### src/rtl/cpu_pkg.sv
// Shared CPU datapath definitions: default data width, destination source
// indices and the skid-buffer occupancy encoding.
package cpu_pkg;

    localparam int unsigned DATA_W = 16;

    localparam int unsigned DST_A = 0;
    localparam int unsigned DST_B = 1;
    localparam int unsigned DST_C = 2;
    localparam int unsigned DST_D = 3;

    typedef enum logic [1:0] {
        BUF_EMPTY = 2'd0,
        BUF_ONE   = 2'd1,
        BUF_FULL  = 2'd2
    } buf_state_e;

endpackage

### src/rtl/dst_mux_pipe_if.sv
// Source-select / write-port bus of the destination mux pipe.
interface dst_mux_pipe_if
    import cpu_pkg::*;
#(
    parameter int unsigned WIDTH   = DATA_W,
    parameter int unsigned NUM_SRC = 4,
    parameter int unsigned SEL_W   = $clog2(NUM_SRC),
    parameter int unsigned CNT_W   = 16
);

    logic [SEL_W-1:0]         DST_SELECTION;
    logic [NUM_SRC*WIDTH-1:0] DST_IN;
    logic                     IN_VALID;
    logic                     IN_READY;
    logic [WIDTH-1:0]         DST_OUT;
    logic                     OUT_VALID;
    logic                     OUT_READY;
    logic                     SEL_ERR;
    logic                     ERR_CLR;
    logic [CNT_W-1:0]         XFER_CNT;

    modport master (
        output DST_SELECTION, DST_IN, IN_VALID, OUT_READY, ERR_CLR,
        input  IN_READY, DST_OUT, OUT_VALID, SEL_ERR, XFER_CNT
    );

    modport slave (
        input  DST_SELECTION, DST_IN, IN_VALID, OUT_READY, ERR_CLR,
        output IN_READY, DST_OUT, OUT_VALID, SEL_ERR, XFER_CNT
    );

endinterface

### src/rtl/dst_mux_pipe_skid_buf.sv
// Two-entry valid/ready skid buffer; ready depends only on registered occupancy.
module dst_skid_buf
    import cpu_pkg::*;
#(
    parameter int unsigned WIDTH = DATA_W
) (
    input  logic             clk,
    input  logic             rst,
    input  logic [WIDTH-1:0] in_data,
    input  logic             in_valid,
    output logic             in_ready_c,
    output logic [WIDTH-1:0] out_data,
    output logic             out_valid_c,
    input  logic             out_ready
);

    buf_state_e       state_q, state_d;
    logic [WIDTH-1:0] head_q, head_d;
    logic [WIDTH-1:0] skid_q, skid_d;
    logic             accept_c;
    logic             pop_c;

    assign in_ready_c  = !rst && (state_q != BUF_FULL);
    assign out_valid_c = (state_q != BUF_EMPTY);
    assign accept_c    = in_valid && in_ready_c;
    assign pop_c       = out_valid_c && out_ready;
    assign out_data    = head_q;

    // Head always holds the oldest entry; skid only fills while head is stalled.
    always_comb begin
        state_d = state_q;
        head_d  = head_q;
        skid_d  = skid_q;
        case (state_q)
            BUF_EMPTY: begin
                if (accept_c) begin
                    state_d = BUF_ONE;
                    head_d  = in_data;
                end
            end
            BUF_ONE: begin
                if (accept_c && pop_c) begin
                    head_d = in_data;
                end else if (accept_c) begin
                    state_d = BUF_FULL;
                    skid_d  = in_data;
                end else if (pop_c) begin
                    state_d = BUF_EMPTY;
                end
            end
            BUF_FULL: begin
                if (pop_c) begin
                    state_d = BUF_ONE;
                    head_d  = skid_q;
                end
            end
            default: state_d = BUF_EMPTY;
        endcase
    end

    always_ff @(posedge clk) begin
        if (rst) begin
            state_q <= BUF_EMPTY;
            head_q  <= '0;
            skid_q  <= '0;
        end else begin
            state_q <= state_d;
            head_q  <= head_d;
            skid_q  <= skid_d;
        end
    end

endmodule

### src/rtl/dst_mux_pipe.sv
// Registered destination multiplexer: source select, sticky range-error flag,
// transfer counter and a skid buffer towards the write port.
module dst_mux_pipe
    import cpu_pkg::*;
#(
    parameter int unsigned WIDTH   = DATA_W,
    parameter int unsigned NUM_SRC = 4,
    parameter int unsigned SEL_W   = $clog2(NUM_SRC),
    parameter int unsigned CNT_W   = 16
) (
    input  logic          CLK,
    input  logic          RST,
    dst_mux_pipe_if.slave bus
);

    localparam int unsigned            SELX_W    = SEL_W + 1;
    localparam logic [SELX_W-1:0]      NUM_SRC_X = SELX_W'(NUM_SRC);

    logic [WIDTH-1:0] sel_data_c;
    logic             sel_bad_c;
    logic             in_ready_c;
    logic             out_valid_c;
    logic             accept_c;
    logic             pop_c;
    logic [WIDTH-1:0] dst_out;
    logic             sel_err_q, sel_err_d;
    logic [CNT_W-1:0] xfer_cnt_q, xfer_cnt_d;

    // Out-of-range indices fall back to source 0.
    always_comb begin
        sel_data_c = bus.DST_IN[0 +: WIDTH];
        sel_bad_c  = {1'b0, bus.DST_SELECTION} >= NUM_SRC_X;
        for (int k = 1; k < int'(NUM_SRC); k++) begin
            if (bus.DST_SELECTION == SEL_W'(k)) begin
                sel_data_c = bus.DST_IN[k*WIDTH +: WIDTH];
            end
        end
    end

    assign accept_c = bus.IN_VALID && in_ready_c;
    assign pop_c    = out_valid_c && bus.OUT_READY;

    // A new error wins over a simultaneous clear.
    always_comb begin
        sel_err_d = sel_err_q;
        if (accept_c && sel_bad_c) begin
            sel_err_d = 1'b1;
        end else if (bus.ERR_CLR) begin
            sel_err_d = 1'b0;
        end
        xfer_cnt_d = xfer_cnt_q + CNT_W'(pop_c);
    end

    always_ff @(posedge CLK) begin
        if (RST) begin
            sel_err_q  <= 1'b0;
            xfer_cnt_q <= '0;
        end else begin
            sel_err_q  <= sel_err_d;
            xfer_cnt_q <= xfer_cnt_d;
        end
    end

    dst_skid_buf #(
        .WIDTH (WIDTH)
    ) u_skid (
        .clk         (CLK),
        .rst         (RST),
        .in_data     (sel_data_c),
        .in_valid    (bus.IN_VALID),
        .in_ready_c  (in_ready_c),
        .out_data    (dst_out),
        .out_valid_c (out_valid_c),
        .out_ready   (bus.OUT_READY)
    );

    assign bus.IN_READY  = in_ready_c;
    assign bus.OUT_VALID = out_valid_c;
    assign bus.DST_OUT   = dst_out;
    assign bus.SEL_ERR   = sel_err_q;
    assign bus.XFER_CNT  = xfer_cnt_q;

endmodule

### src/flat_wrapper.sv
// flat-port wrapper written by rule: the top's interface ports become plain ports
module dst_mux_pipe_flat import cpu_pkg::*;
#(
    parameter int unsigned WIDTH   = DATA_W,
    parameter int unsigned NUM_SRC = 4,
    parameter int unsigned SEL_W   = $clog2(NUM_SRC),
    parameter int unsigned CNT_W   = 16
)
  (CLK, RST, bus_DST_SELECTION, bus_DST_IN, bus_IN_VALID, bus_OUT_READY, bus_ERR_CLR, bus_IN_READY, bus_DST_OUT, bus_OUT_VALID, bus_SEL_ERR, bus_XFER_CNT);
  dst_mux_pipe_if #(.WIDTH(WIDTH), .NUM_SRC(NUM_SRC), .SEL_W(SEL_W), .CNT_W(CNT_W)) bus_i ();
  input  logic CLK;
  input  logic RST;
  input wire logic [$bits(bus_i.DST_SELECTION)-1:0] bus_DST_SELECTION;
  input wire logic [$bits(bus_i.DST_IN)-1:0] bus_DST_IN;
  input wire logic [$bits(bus_i.IN_VALID)-1:0] bus_IN_VALID;
  input wire logic [$bits(bus_i.OUT_READY)-1:0] bus_OUT_READY;
  input wire logic [$bits(bus_i.ERR_CLR)-1:0] bus_ERR_CLR;
  output wire logic [$bits(bus_i.IN_READY)-1:0] bus_IN_READY;
  output wire logic [$bits(bus_i.DST_OUT)-1:0] bus_DST_OUT;
  output wire logic [$bits(bus_i.OUT_VALID)-1:0] bus_OUT_VALID;
  output wire logic [$bits(bus_i.SEL_ERR)-1:0] bus_SEL_ERR;
  output wire logic [$bits(bus_i.XFER_CNT)-1:0] bus_XFER_CNT;
  assign bus_i.DST_SELECTION = bus_DST_SELECTION;
  assign bus_i.DST_IN = bus_DST_IN;
  assign bus_i.IN_VALID = bus_IN_VALID;
  assign bus_i.OUT_READY = bus_OUT_READY;
  assign bus_i.ERR_CLR = bus_ERR_CLR;
  assign bus_IN_READY = bus_i.IN_READY;
  assign bus_DST_OUT = bus_i.DST_OUT;
  assign bus_OUT_VALID = bus_i.OUT_VALID;
  assign bus_SEL_ERR = bus_i.SEL_ERR;
  assign bus_XFER_CNT = bus_i.XFER_CNT;
  dst_mux_pipe #(.WIDTH(WIDTH), .NUM_SRC(NUM_SRC), .SEL_W(SEL_W), .CNT_W(CNT_W)) u_core (.CLK(CLK), .RST(RST), .bus(bus_i));
endmodule
### config.mk
export PLATFORM = sky130hd
export DESIGN_NAME = dst_mux_pipe_flat
export DESIGN_NICKNAME = d
export VERILOG_FILES = /design/src/rtl/cpu_pkg.sv /design/src/rtl/dst_mux_pipe_if.sv /design/src/rtl/dst_mux_pipe_skid_buf.sv /design/src/rtl/dst_mux_pipe.sv /design/src/flat_wrapper.sv
export SDC_FILE = /design/constraint.sdc
export NUM_CORES = 1
export LEC_CHECK = 0
export ABC_AREA = 1
export CAP_MARGIN = 0
export CORE_MARGIN = 2
export CORE_UTILIZATION = 41
export DETAILED_ROUTE_END_ITERATION = 16
export GPL_ROUTABILITY_DRIVEN = 0
export PLACE_DENSITY = 0.77
export SYNTH_ARGS = -nofsm -noshare
export SYNTH_HDL_FRONTEND = slang
export SYNTH_SLANG_ARGS = --single-unit
### constraint.sdc
create_clock -name CLK -period 1.42 [get_ports CLK]
set_input_delay 0.213 -clock CLK [delete_from_list [all_inputs] [get_ports CLK]]
set_output_delay 0.213 -clock CLK [all_outputs]
set_load 0.1 [all_outputs]
==> results of run 1 <==
## flip-flops by register name, summed over array words and instances, names as in the netlist
signal,cells
u_core.u_skid.out_data,16
u_core.u_skid.skid_q,16
u_core.u_skid.state_q,2
u_core.bus.XFER_CNT,16
## routing by layer
layer / vias to the layer above / wire length, µm
li1: 1680 / -
met1: 1481 / 3578
met2: 142 / 4356
met3: 10 / 626
met4: 0 / 107
met5: - / 0
## area by class of cell
class | count | area share [%]
sequential | 50 | 21.35
multi-input combinational | 335 | 36.28
clock buffer | 6 | 1.472
timing repair buffer | 132 | 34.09
clock inverter | 2 | 0.2793
inverter | 50 | 4.087
tap | 96 | 2.437
## per-stage QoR
step	cell area (µm²)	setup WS (ns)	utilization, %	total power [mW]	std cells
floorplan	3068	-0.05673	-	2.293	455
global placement	4612	-0.3911	67.14	2.820	656
detailed placement	4612	-0.4753	67.14	2.837	656
CTS	4770	-0.03572	69.44	3.679	668
global route	4928	-0.1189	71.75	3.880	671
finish	4928	-0.05470	71.75	3.728	671
## cells in the mapped netlist, drive strengths merged
cell type,count
a211oi,2
nor2,83
o211a,1
ha,2
xnor2,1
nand3,8
or2,2
inv,50
nand2,124
a21oi,44
conb,1
o21ai,40
nor3,3
nand3b,17
nand4,5
buf,18
dfxtp,50
clkbuf,3
o21a,1
## cells in the final DEF (no fill, tap or decap), types with 17 or more instances in the layout
cell / synthesis / final
a21oi_1: 33 / 23
a21oi_2: 10 / 20
buf_12: 0 / 38
buf_4: 3 / 17
clkdlybuf4s50_1: 0 / 66
dfxtp_1: 50 / 33
inv_1: 42 / 40
nand2_1: 118 / 116
nand3b_1: 17 / 17
nor2_1: 82 / 73
o21ai_1: 25 / 25
## critical path: stages, from the launching register on
cell     delay, ns
dfxtp_2       0.37
buf_6         0.13
inv_6         0.04
nand2_4       0.08
inv_4         0.05
nor2_4        0.11
buf_12        0.18
## logic make-up (layout without fill, tap and decap cells)
logic type | Yosys count | in the layout
adder cells (fa/ha/maj) | 2 | 2
XOR/XNOR | 1 | 1
buffers and inverters | 71 | 190
other | 1 | 1
AND/OR/NAND/NOR | 242 | 243
AO/OA/AOI/OAI | 88 | 88
flip-flops | 50 | 50
## where the power goes
| part | internal, mW | switching, mW |
|---|---|---|
| Combinational | 0.589 | 0.791 |
| Clock | 0.349 | 0.485 |
| Sequential | 1.44 | 0.0691 |
## path summary, 6_finish.rpt
path,cells after the start,start,slack [ns],to
max,6,u_core.u_skid.state_q[0],-0.05,bus_IN_READY
min,1,u_core.bus.XFER_CNT[7],0.48,u_core.bus.XFER_CNT[7]
max reg2reg,8,u_core.u_skid.state_q[0],-0.03,u_core.bus.XFER_CNT[8]
min reg2reg,1,u_core.bus.XFER_CNT[7],0.48,u_core.bus.XFER_CNT[7]
## what timing repair did
action,CTS,global route
setup buffers,4,1
resized for setup,10,44
endpoints found under the hold margin,0,0
pin swaps,9,8
cloned,0,2
endpoints found under the setup margin,23,42
==> reports/metrics.csv, run 1 <==
metric,value,unit
synth warn,0,
hold-fix buffers at CTS,0,
crit path DAT,1.26,ns
syn nets,528,
grt total ovfl,0,
Mapped Area,0.002933,mm²
xor/xnor share of the synthesized area,0.2986,%
Max Cap Viol,0,
Area growth syn-to-layout,68.05,%
crit start category,flip-flop,
"Req. time, crit path",1.21,ns
WL final,8668,µm
pwr/cell area,756.5,mW/mm²
CTS tree,built,
Avg Inst Size Synth,6.446,µm²
DRC Markers,0,
area of the multi-input gates,0.001788,mm²
Skew-Pair Late Insertion Delay,0.30,ns
post-synthesis compound-gate area fraction,17.11,%
row count,30,
main combinational cell family by area after synthesis,simple AND/OR/NAND/NOR gates,
Gate Count Post-Synth,455,
Top Ports,106,
skew final,0.005904,ns
M1 GR Usage,25.99,%
vias in the first global route,3231,
Critical Path End Type,output pin,
Netlist cell types,32,
status,"finished, violations left",
Synth Area in Adders,0.8532,%
unrepaired setup endpoints after global routing,yes,
Fin Setup TNS,-0.1593,ns
fin crit period,1.475,ns
Initial Utilization,42.70,%
TritonCTS Buffers,5,
#FFs+latches synth,50,
largest net degree at the start of global routing,33,
share of the synthesized area in the top cell type,34.13,%
first-pass GRT wire length,13790,µm
Final period util,103.9,%
max-slew violation count,0,
Final ANT Viol Nets,0,
Synth area leaders,"dfxtp_1 34%, nand2_1 15%, nor2_1 10%, a21oi_1 5.6%, inv_1 5.4%",
clk slew on worst S/H paths,0.09,ns
hold_ws,0.4849,ns
Post-Synth Simple-Gate Area,35.71,%
P_leak,2.215,nW
met3 usage,3.731,%
initial antenna violation count,0,
Ant. Diodes,0,
sequential area share after synthesis,34.13,%
Final setup viols,7,
met2 GRT Util,39.37,%
hold violation count in the final report,0,
Die ar.,0.007846,mm²
First-pass DRT Iterations,4,
Core Footprint,0.006869,mm²
Yosys top cell by area,dfxtp_1,
Avg Vias per Cell,4.937,
mux contribution to synthesized area,0,%
vias,3313,
clock sinks,50,
Nets,647,
Register Area,0.001052,mm²
Final WS setup,-0.05470,ns
hpwl dp,6317,µm
GRT Overall Usage,21.76,%
f_max,678.1,MHz
die span in x,88.58,µm
H-tree levels,2,
maximum vdd drop,0.4098,mV
root buffer cell,clkbuf_8,
failing checks,negative setup slack,
busiest grt layer,met2,
Max clock buf depth,2,
die height,88.58,µm
initial DRC count,177,
average wire per standard cell,12.92,µm
# fillers,487,
layout cells sized above 1,25.91,%
CP Class,flip-flop to output pin,
# port buffers,103,
Hold Crit Class,flip-flop to flip-flop,
crit-path max FO,3,
Power figures use the tool's default switching activity.
==> inputs of run 2 (changes only) <==
Settings changed: CORE_UTILIZATION 41 to 42, CTS_BUF_LIST set to sky130_fd_sc_hd__clkbuf_4, PLACE_DENSITY 0.77 to 0.79, SLEW_MARGIN set to 20.
==> reports/metrics.csv, run 2 (synthesized netlist as in run 1, its figures left out) <==
metric,value,unit,change
status,"finished, violations left",,unchanged
failing checks,negative setup slack,,unchanged
vias,3341,,"was 3,313"
row count,30,,unchanged
grt total ovfl,0,,unchanged
hold_sp,bus_OUT_READY,,was u_core.bus.XFER_CNT[7]
Final period util,105.7,%,was 103.9%
Ant. Diodes,0,,unchanged
# port buffers,103,,unchanged
"Req. time, crit path",1.70,ns,was 1.21 ns
Initial Utilization,43.17,%,was 42.70%
crit path DAT,1.78,ns,was 1.26 ns
hpwl dp,6272,µm,was 6317 µm
maximum vdd drop,0.4228,mV,was 0.4098 mV
Avg Vias per Cell,4.987,,was 4.937
initial DRC count,160,,was 177
P_leak,2.219,nW,was 2.215 nW
"most used cell, CP",ha_4,,
Hold Crit Class,input pin to flip-flop,,was flip-flop to flip-flop
Die ar.,0.007668,mm²,was 0.007846 mm²
vias in the first global route,3318,,"was 3,231"
pre-CTS WS,-0.4641,ns,was -0.4753 ns
GRT Overall Usage,22.58,%,was 21.76%
CP cell instances,nor2_2 > nor2_4 > ha_4 > ha_4 > nand3_4 > nor2_1 > a211oi_1,,was buf_6 > inv_6 > nand2_4 > inv_4 > nor2_4 > buf_12
Max Cap Viol,0,,unchanged
Core Footprint,0.006794,mm²,was 0.006869 mm²
Layout Cells excl Fill,670,,was 671
crit-path max FO,3,,unchanged
clk slew on worst S/H paths,0.14,ns,was 0.09 ns
clock sinks,50,,unchanged
H-tree levels,2,,unchanged
first-pass GRT wire length,14120,µm,"was 13,790 µm"
layout cells sized above 1,27.87,%,was 25.91%
die height,87.57,µm,was 88.58 µm
average wire per standard cell,13.02,µm,was 12.92 µm
fin crit period,1.500,ns,was 1.475 ns
skew final,0.008588,ns,was 0.005904 ns
"Buf+Inv Stages, Crit Path",0,,was 4
placed cells,653,,was 656
TritonCTS Buffers,5,,unchanged
overall power,3.788,mW,was 3.728 mW
crit start category,flip-flop,,unchanged
Final WS setup,-0.08029,ns,was -0.05470 ns
CTS tree,built,,unchanged
Max clock buf depth,2,,unchanged
die span in x,87.57,µm,was 88.58 µm
f_max,666.5,MHz,was 678.1 MHz
biggest cell delay along the critical path,0.37,ns,about the same
final instance area,0.004984,mm²,was 0.004928 mm²
Area growth syn-to-layout,69.92,%,was 68.05%
WL final,8726,µm,was 8668 µm
pwr/cell area,760.1,mW/mm²,was 756.5 mW/mm²
DRC Markers,0,,unchanged
Nets,646,,was 647
worst flop-to-flop path startpoint,u_core.u_skid.state_q[1],,was u_core.u_skid.state_q[0]
max-slew violation count,0,,unchanged
final core occ,73.35,%,was 71.75%
First-pass DRT Iterations,5,,was 4
CP Class,flip-flop to flip-flop,,was flip-flop to output pin
critical path startpoint,u_core.u_skid.state_q[1],,was u_core.u_skid.state_q[0]
largest net degree at the start of global routing,26,,was 33
hold_ws,0.3667,ns,was 0.4849 ns
Fin Setup TNS,-0.5222,ns,was -0.1593 ns
root buffer cell,clkbuf_4,,was clkbuf_8
Skew-Pair Late Insertion Delay,0.36,ns,was 0.30 ns
CP max-delay cell,dfxtp_4,,was dfxtp_2
hold violation count in the final report,0,,unchanged
most frequent cells in the layout,"114 x nand2_1, 77 x nor2_1, 67 x clkdlybuf4s50_1",,"was 116 x nand2_1, 73 x nor2_1, 66 x clkdlybuf4s50_1"
unrepaired setup endpoints after global routing,yes,,unchanged
dpl cell area,0.004589,mm²,was 0.004612 mm²
Crit path max-delay family,simple AND/OR/NAND/NOR gates,,was buffers and inverters
hold-fix buffers at CTS,0,,unchanged
Final setup viols,15,,was 7
initial antenna violation count,0,,unchanged
Top Ports,106,,unchanged
"most common cell after layout, fill and taps aside",nand2_1,,unchanged
Critical Path End Type,flip-flop,,was output pin
Final ANT Viol Nets,0,,unchanged
==> run 2: repair_timing <==
item,in CTS,in global routing
setup endpoints to repair,16,41
pin swaps,10,6
setup buffers,7,2
resized for setup,11,52
==> run 2: layout make-up <==
class	count	area [µm²]
Clock inverter	1	30.03
Clock buffer	7	52.55
Inverter	50	205.2
Multi-Input combinational cell	334	1828
Fill cell	478	1810
Tap cell	96	120.1
Sequential cell	50	1052
Timing Repair Buffer	132	1695
==> run 2: worst paths after layout <==
check / end / cells after the start / slack [ns]
min reg2reg: u_core.bus.XFER_CNT[7] / 1 / 0.49
max: u_core.bus.XFER_CNT[8] / 7 / -0.08
min: u_core.u_skid.state_q[0] / 4 / 0.37
max reg2reg: u_core.bus.XFER_CNT[8] / 7 / -0.08
==> run 2: power breakdown <==
group          internal (mW)  switching (mW)  leakage, nW
sequential              1.45          0.0745        0.419
combinational          0.604           0.803         1.75
clock                  0.412           0.448       0.0463
==> run 2: worst register-to-register path: stages, from the launching register on <==
cell      delay (ns)
dfxtp_4         0.37
nor2_2          0.20
nor2_4          0.06
ha_4            0.17
ha_4            0.17
nand3_4         0.12
nor2_1          0.09
a211oi_1        0.24
==> run 2: metal layers <==
layer	vias up	wire [µm]	track usage, %	part of all wire [%]
met2	155	4224	39.33	48
met4	0	195	9.930	2.2
met3	18	573	4.241	6.6
met5	-	0	0	0
met1	1496	3733	27.03	43
li1	1672	-	-	-
==> inputs of run 3 (changes only) <==
Settings changed: SLEW_MARGIN 20 to not set.
==> results of run 3 <==
Same layout as run 2: the final DEF is identical, and so are final timing and power.
